## src/rtl/mem_port_arbiter.sv

```systemverilog
// mem_port_arbiter
//
// Shares one single-ported memory between instruction fetch and the
// execute-stage load/store path. One access is in flight at a time: a
// request is granted combinationally while IDLE, the arbiter then waits
// out the fixed read latency in BUSY and hands the returned word to the
// requester that owns the access. While an access is in flight, or while
// any request is pending, the core is stalled.
//
// Parameters
//   ADDR_W      address width
//   DATA_W      data width
//   MEM_LAT     memory read latency in cycles (1..4)
//   STARVE_MAX  contested data grants in a row before fetch is forced (1..7)
//
// Ports
//   clk, reset                       clock, async active-low reset
//   if_req/if_addr                   fetch request (held until if_gnt)
//   if_gnt/if_rvalid/if_rdata        fetch accept, return pulse, instruction
//   d_req/d_we/d_addr/d_wdata        data request (held until d_gnt)
//   d_gnt/d_rvalid/d_rdata           data accept, completion pulse, load data
//   mem_en/mem_we/mem_addr/mem_wdata memory request side
//   mem_rdata                        memory read data, MEM_LAT after mem_en
//   stall                            freeze PC and pipeline
module mem_port_arbiter #(
  parameter int ADDR_W     = 32,
  parameter int DATA_W     = 32,
  parameter int MEM_LAT    = 2,
  parameter int STARVE_MAX = 3
) (
  input  logic              clk,
  input  logic              reset,
  input  logic              if_req,
  input  logic [ADDR_W-1:0] if_addr,
  output logic              if_gnt,
  output logic              if_rvalid,
  output logic [DATA_W-1:0] if_rdata,
  input  logic              d_req,
  input  logic              d_we,
  input  logic [ADDR_W-1:0] d_addr,
  input  logic [DATA_W-1:0] d_wdata,
  output logic              d_gnt,
  output logic              d_rvalid,
  output logic [DATA_W-1:0] d_rdata,
  output logic              mem_en,
  output logic              mem_we,
  output logic [ADDR_W-1:0] mem_addr,
  output logic [DATA_W-1:0] mem_wdata,
  input  logic [DATA_W-1:0] mem_rdata,
  output logic              stall
);

  typedef enum logic {IDLE = 1'b0, BUSY = 1'b1} state_t;
  typedef enum logic {OWN_FETCH = 1'b0, OWN_DATA = 1'b1} owner_t;

  localparam logic [2:0] LAT_LOAD   = 3'(MEM_LAT);
  localparam logic [2:0] STREAK_CAP = 3'(STARVE_MAX);

  state_t            state;
  owner_t            owner;
  logic              op_we;
  logic [ADDR_W-1:0] addr_q;
  logic [DATA_W-1:0] wdata_q;
  logic [2:0]        cnt;
  logic [2:0]        streak;

  logic idle;
  logic starved;
  logic pick_f;
  logic pick_d;
  logic last_cyc;

  // Request selection (IDLE only)
  assign idle    = (state == IDLE);
  assign starved = (streak == STREAK_CAP);
  // Data normally wins; once data has won STARVE_MAX contested grants in a
  // row, fetch gets the next contested slot.
  assign pick_f  = if_req & (~d_req | starved);
  assign pick_d  = d_req & ~pick_f;

  assign if_gnt  = idle & pick_f;
  assign d_gnt   = idle & pick_d;
  assign mem_en  = if_gnt | d_gnt;
  assign mem_we  = d_gnt & d_we;

  always_comb begin
    mem_addr  = '0;
    mem_wdata = '0;
    if (!idle) begin
      mem_addr  = addr_q;
      mem_wdata = wdata_q;
    end else if (pick_f) begin
      mem_addr  = if_addr;
    end else if (pick_d) begin
      mem_addr  = d_addr;
      mem_wdata = d_wdata;
    end
  end

  // Return path: only registered state decides the completion pulse
  assign last_cyc  = (state == BUSY) && (cnt == 3'd1);
  assign if_rvalid = last_cyc && (owner == OWN_FETCH);
  assign d_rvalid  = last_cyc && (owner == OWN_DATA);
  assign if_rdata  = if_rvalid ? mem_rdata : '0;
  // A store completes with an acknowledge only; the read port value is junk.
  assign d_rdata   = (d_rvalid && !op_we) ? mem_rdata : '0;

  assign stall = ~idle | if_req | d_req;

  // Control and latched access state
  always_ff @(posedge clk or negedge reset) begin
    if (!reset) begin
      state   <= IDLE;
      owner   <= OWN_FETCH;
      op_we   <= 1'b0;
      addr_q  <= '0;
      wdata_q <= '0;
      cnt     <= 3'd0;
      streak  <= 3'd0;
    end else begin
      case (state)
        IDLE: begin
          if (mem_en) begin
            state   <= BUSY;
            cnt     <= LAT_LOAD;
            owner   <= if_gnt ? OWN_FETCH : OWN_DATA;
            op_we   <= mem_we;
            addr_q  <= mem_addr;
            wdata_q <= mem_wdata;
            if (if_gnt || !if_req)
              streak <= 3'd0;
            else if (!starved)
              streak <= streak + 3'd1;
          end
        end
        BUSY: begin
          cnt <= cnt - 3'd1;
          if (cnt == 3'd1)
            state <= IDLE;
        end
        default: state <= IDLE;
      endcase
    end
  end

endmodule

```

## config.mk

```make
export PLATFORM = sky130hd
export DESIGN_NAME = mem_port_arbiter
export DESIGN_NICKNAME = d
export VERILOG_FILES = /design/src/rtl/mem_port_arbiter.sv
export SDC_FILE = /design/constraint.sdc
export NUM_CORES = 1
export LEC_CHECK = 0
export CAP_MARGIN = 20
export CORE_MARGIN = 8
export CORE_UTILIZATION = 34
export DETAILED_ROUTE_END_ITERATION = 6
export PLACE_DENSITY = 0.77
export SLEW_MARGIN = 20
export SYNTH_ARGS = -nofsm -noshare
export SYNTH_HDL_FRONTEND = slang
export SYNTH_SLANG_ARGS = --single-unit
```

## constraint.sdc

```tcl
create_clock -name clk -period 2.15 [get_ports clk]
set_input_delay 0.43 -clock clk [delete_from_list [all_inputs] [get_ports clk]]
set_output_delay 0.43 -clock clk [all_outputs]
set_load 0.05 [all_outputs]
```

==> key figures, run 1 <==
STA
  – Hold Violations, Final: 0
  – Fmax achieved: 0.389 GHz
  – Worst setup margin: -0.421 ns
  – Crit share post-route: 120%
  – Pins Over Slew Limit: 0
  – Slew @ Worst Pin: 0.572 ns
  – RSZ-0062 raised after global routing: yes
  – Slew HR: 61.9%
  – Min Tclk post-route: 2.57 ns
  – Fin Hold WS: 0.0684 ns
  – Final Setup Violations: 132
  – Clock skew: 0.0186 ns
  – Fin Setup TNS: -35.73 ns

Synthesis
  – Syn Inst Count: 409
  – Post-synthesis sequential area ratio: 42.6%
  – Synth unique cells: 25
  – Synth Area per Inst: 10.5 µm²
  – Syn Nets: 546
  – Main area contributors after synthesis: dfrtp_1, and2_1, a221o_1
  – YS warnings: 0
  – Synth area leader: dfrtp_1
  – Post-synthesis register bit count: 73
  – Mapped cell area: 4290 µm²
  – Synth top area share: 42.6%

Detailed routing
  – DRC: 0
  – DRT Pass-1 Iters: 4
  – Routed vias/inst: 5.84
  – Antenna viol nets, final: 0
  – Initial drt markers: 388
  – DR WL/cell: 28.3 µm
  – Post-Route WL: 25400 µm
  – Via count: 5240

Layout
  – Final Cell Area: 10100 µm²
  – Synth-to-layout area growth: 136%
  – Most frequent cells in the layout: buf_12, clkdlybuf4s50_1, dfrtp_1
  – Layout cells sized above 1: 50.8%
  – Antenna fix cells: 0
  – Fin nets: 857
  – Post-Layout Cell Count: 897
  – Fin util: 81.1%
  – Commonest non-fill, non-tap cell in the layout: buf_12

Worst setup path
  – Critical path required time: 1.72 ns
  – Crit-path cells: ha_4, ha_4, nor2b_2, nor3b_4, buf_12, a221o_1, buf_12
  – Slowest cell on crit path: dfrtp_1
  – Crit path arrival time: 2.14 ns
  – WS Path Type: flip-flop to output pin
  – Startpoint Class: flip-flop
  – Crit Path Max Fanout: 49
  – Crit end category: output pin
  – Path depth of the worst reg2reg path: 10
  – CP peak stage delay: 0.43 ns

Clocking
  – Worst-Skew Late Latency: 0.34 ns
  – Root buffer cell: clkbuf_16
  – TritonCTS clock tree: yes
  – Reg clk slew, reported paths: 0.08 ns
  – Longest Clk Path Bufs: 2
  – Hold buffer count at CTS: 0
  – CTS H-Tree Depth: 3
  – Clock sinks: 73
  – Clock buffer count from CTS: 9

Floorplan
  – Area of the die: 16500 µm²
  – # rows: 41
  – Die Y: 128 µm
  – Initial Util: 34.4%
  – Die Wd: 128 µm
  – Io pins: 268
  – Core area: 12500 µm²

Outcome
  – Failing checks: setup timing
  – Status: finished with violations

Pwr
  – Power per cell area: 1700 nW/µm²
  – Maximum vdd drop: 1.08 mV
  – Pwr Total: 17.1 mW
  – Static leakage: 4.44 nW

GRT
  – Vias in the first global route: 5661
  – GRT Util Overall: 28.6%
  – Initial antenna violation count: 1
  – First-pass GRT wire length: 36100 µm
  – Largest net degree at the start of global routing: 50
  – Global route overflow: 0

Placed design
  – Port Buffers: 267
  – Placed insts: 843
  – DP Area: 8730 µm²
  – Pre-CTS setup slack: -0.325 ns
  – Placer Congestion: 0.849
  – DP HPWL: 14300 µm

Job
  – Max-cap violations: 0

Min path
  – Hold Crit Class: primary input to async pin
## critical path: cells and delay by family, from the launching register on
kind            cells  cell delay [ns]
buf+inv             2             0.35
fa+ha+maj           2             0.36
flops               1             0.43
compound gates      1             0.41
simple gates        2             0.23
## cell type report
type	count	area, µm²
sequential	73	1830
clock inverter	6	72.6
timing repair buffer	342	4940
inverter	7	26.3
tap	172	215
fill	609	2360
clock buffer	10	239
multi-input combinational	287	2780
## flip-flops by register name (all words and copies together), names as in the netlist
signal   count
owner        1
streak       3
cnt          3
op_we        1
addr_q      32
wdata_q     32
state        1
## cells by family after synthesis
family | share of synthesized area (%)
compound gates | 29.4
fa+ha+maj | 1.17
buf+inv | 5.55
flops | 42.6
mux | 0.263
simple gates | 21.0
## worst paths after layout
path / from / endpoint / slack [ns]
setup / recovery: streak[1] / mem_addr[23] / -0.42
hold / removal: reset / wdata_q[31] / 0.07
setup reg to reg: streak[1] / addr_q[1] / 0.08
hold reg to reg: wdata_q[18] / wdata_q[18] / 0.53
max in group asynchronous: reset / addr_q[1] / 1.45
min in group clk: wdata_q[18] / wdata_q[18] / 0.53
## synth_stat cells
| cell | count |
|---|---|
| mux2_2 | 1 |
| a22oi_1 | 1 |
| nand3_1 | 2 |
| a21oi_1 | 1 |
| o21bai_1 | 1 |
| buf_4 | 10 |
| nor2_1 | 3 |
| a221o_1 | 64 |
| nand2_1 | 4 |
| ha_1 | 4 |
| nor2b_1 | 1 |
| a21oi_2 | 1 |
| nor3_2 | 1 |
| inv_1 | 7 |
| nand2b_1 | 1 |
| dfrtp_1 | 73 |
| buf_2 | 13 |
| nor3_1 | 2 |
| clkbuf_1 | 19 |
| a22o_1 | 65 |
| o22ai_1 | 1 |
| and2_1 | 129 |
| nor3b_2 | 1 |
| o21ai_0 | 3 |
| nor4_2 | 1 |
## report_power, final
part | leakage, nW | switching [mW] | internal (mW)
Clock | 0.155 | 0.674 | 0.949
Combinational | 3.36 | 6.48 | 6.56
Sequential | 0.918 | 0.490 | 1.99
## what timing repair did
| action | 4_1_cts | 5_1_grt |
|---|---|---|
| cloned | 13 | 2 |
| setup buffers | 23 | 6 |
| setup endpoints to repair | 131 | 141 |
| pin swaps | 59 | 9 |
| gates resized for setup | 107 | 31 |
## metal layers
layer	wire [µm]	up-vias	share of wire [%]	GRT usage [%]
met5	12	-	0.047	0
met2	13100	321	52	50.8
met1	9120	2670	36	31.7
met4	1080	2	4.2	11.5
met3	2100	72	8.3	7.57
li1	-	2175	-	-
Note: power is estimated with default switching activity, not from simulation.
==> inputs of run 2 (changes only) <==
Settings changed: CORE_MARGIN 8 to 4, TNS_END_PERCENT set to 50.
==> key figures, run 2 (synthesis gave the netlist of run 1 again) <==
Outcome
  – Status: finished with violations (unchanged)
  – Failing checks: setup timing (unchanged)

Layout
  – Post-Layout Cell Count: 876 (was 897)
  – Synth-to-layout area growth: 127% (was 136%)
  – Multi-input gate area: 2640 µm² (was 2780 µm²)
  – Layout cells sized above 1: 44.6% (was 50.8%)
  – Most frequent cells in the layout: buf_12, clkdlybuf4s50_1, dfrtp_1 (unchanged)
  – Register area: 1830 µm² (unchanged)
  – Largest registers: addr_q (32), wdata_q (32) (unchanged)
  – Antenna fix cells: 0 (unchanged)
  – Filler instances: 639 (was 609)
  – Fin nets: 840 (was 857)
  – Commonest non-fill, non-tap cell in the layout: buf_12 (unchanged)

Detailed routing
  – Initial drt markers: 375 (was 388)
  – Post-Route WL: 20600 µm (was 25400 µm)
  – Antenna viol nets, final: 0 (unchanged)
  – DRC: 0 (unchanged)
  – Routed vias/inst: 5.58 (was 5.84)
  – Via count: 4887 (was 5240)
  – DR WL/cell: 23.5 µm (was 28.3 µm)
  – DRT Pass-1 Iters: 5 (was 4)

Worst setup path
  – CP peak stage delay: 0.39 ns (was 0.43 ns)
  – Crit path arrival time: 2.12 ns (was 2.14 ns)
  – Critical path required time: 1.72 ns (about the same)
  – Crit-path cells: ha_2, ha_4, buf_6, a21oi_4, buf_8, buf_16, a22o_1, buf_12 (was ha_4, ha_4, nor2b_2, nor3b_4, buf_12, a221o_1, buf_12)
  – Startpoint Class: flip-flop (unchanged)
  – Crit end category: output pin (unchanged)
  – WS Path Type: flip-flop to output pin (unchanged)
  – Crit Path Max Fanout: 7 (was 49)
  – Slowest cell on crit path: dfrtp_1 (unchanged)

STA
  – Min Tclk post-route: 2.55 ns (was 2.57 ns)
  – Clock skew: 0.0118 ns (was 0.0186 ns)
  – Crit share post-route: 119% (was 120%)
  – Slew HR: 71.0% (was 61.9%)
  – Fin Hold WS: 0.0377 ns (was 0.0684 ns)
  – Fmax achieved: 0.391 GHz (was 0.389 GHz)
  – Worst setup margin: -0.404 ns (was -0.421 ns)
  – Slew @ Worst Pin: 0.435 ns (was 0.572 ns)
  – Hold Violations, Final: 0 (unchanged)
  – Pins Over Slew Limit: 0 (unchanged)
  – Final Setup Violations: 131 (was 132)
  – RSZ-0062 raised after global routing: yes (unchanged)

Floorplan
  – Initial Util: 35.2% (was 34.4%)
  – Die Wd: 120 µm (was 128 µm)
  – Area of the die: 14500 µm² (was 16500 µm²)
  – Core area: 12200 µm² (was 12500 µm²)
  – Die Y: 120 µm (was 128 µm)
  – # rows: 40 (was 41)
  – Io pins: 268 (unchanged)

Clocking
  – Reg clk slew, reported paths: 0.07 ns (was 0.08 ns)
  – Clock buffer count from CTS: 9 (unchanged)
  – Root buffer cell: clkbuf_16 (unchanged)
  – Clock sinks: 73 (unchanged)
  – Longest Clk Path Bufs: 2 (unchanged)
  – Worst-Skew Late Latency: 0.33 ns (was 0.34 ns)
  – CTS H-Tree Depth: 3 (unchanged)
  – TritonCTS clock tree: yes (unchanged)

Placed design
  – Port Buffers: 267 (unchanged)
  – Placed insts: 831 (was 843)
  – DP HPWL: 13400 µm (was 14300 µm)
  – Placer Congestion: 0.799 (was 0.849)

Pwr
  – Pwr Total: 16.3 mW (was 17.1 mW)
  – Power per cell area: 1670 nW/µm² (was 1700 nW/µm²)
  – Maximum vdd drop: 1.23 mV (was 1.08 mV)
  – Static leakage: 4.26 nW (was 4.44 nW)

GRT
  – Vias in the first global route: 5249 (was 5661)
  – First-pass GRT wire length: 29300 µm (was 36100 µm)
  – Global route overflow: 0 (unchanged)
  – Largest net degree at the start of global routing: 43 (was 50)
  – Initial antenna violation count: 1 (unchanged)
  – GRT Util Overall: 25.7% (was 28.6%)

Job
  – Max-cap violations: 0 (unchanged)

Min path
  – Hold Crit Class: primary input to async pin (unchanged)
==> run 2: cell count changes in the layout (fill, tap and decap cells not counted), moves of 6 or more <==
cell	before	now
a221o_2	31	7
a22o_4	30	21
a22o_1	35	42
a221o_1	33	57
buf_6	11	5
buf_4	45	37
==> run 2: path summary, 6_finish.rpt <==
kind	start	end	slack, ns	cells past startpoint
setup / recovery	streak[0]	mem_wdata[11]	-0.40	8
hold / removal	reset	wdata_q[21]	0.04	1
setup reg to reg	streak[0]	addr_q[25]	0.07	10
hold reg to reg	wdata_q[29]	wdata_q[29]	0.52	1
max in group asynchronous	reset	streak[0]	1.52	2
min in group clk	wdata_q[29]	wdata_q[29]	0.52	1
==> run 2: where the power goes <==
part	switching (mW)	internal, mW
clock network	0.647	0.924
registers	0.438	1.99
logic	6.15	6.14
total	7.24	9.05
==> run 2: cell type report <==
cell class                 instances  area share [%]
clock buffer                       9            2.31
clock inverter                     7           0.860
inverter                           7           0.270
multi-input combinational        287            27.1
sequential                        73            18.8
tap                              168            2.16
timing repair buffer             325            48.5
==> run 2: through the flow <==
stage	instance area, µm²	setup TNS [ns]	setup WS [ns]	util [%]
global placement	8640	-12.18	-0.245	71.0
finish	9740	-26.59	-0.404	80.1
floorplan	4310	-2.97	-0.117	-
CTS	9570	-27.01	-0.423	78.7
detailed placement	8640	-13.46	-0.281	71.0
global route	9740	-35.80	-0.447	80.1
==> run 2: repair_timing <==
item,4_1_cts,5_1_grt
cloned,6,4
pin swaps,13,79
buffers inserted,16,9
hold buffers,0,0
setup endpoints to repair,131,132
resized for setup,95,20
==> run 2: routing by layer <==
metal  vias up  GRT usage [%]  part of all wire [%]
met3        41           5.33                   7.1
met2       268           48.3                    54
met5         -              0                 0.053
li1       2141              -                     -
met4         2           7.58                   2.4
met1      2435           29.2                    37
==> run 2: critical path, delay by kind of cell, from the launching register on <==
kind,cells,cell delay (ns)
DFF,1,0.39
adders and majority gates,2,0.37
buffers and inverters,4,0.62
AOI/OAI and AO/OA,2,0.40
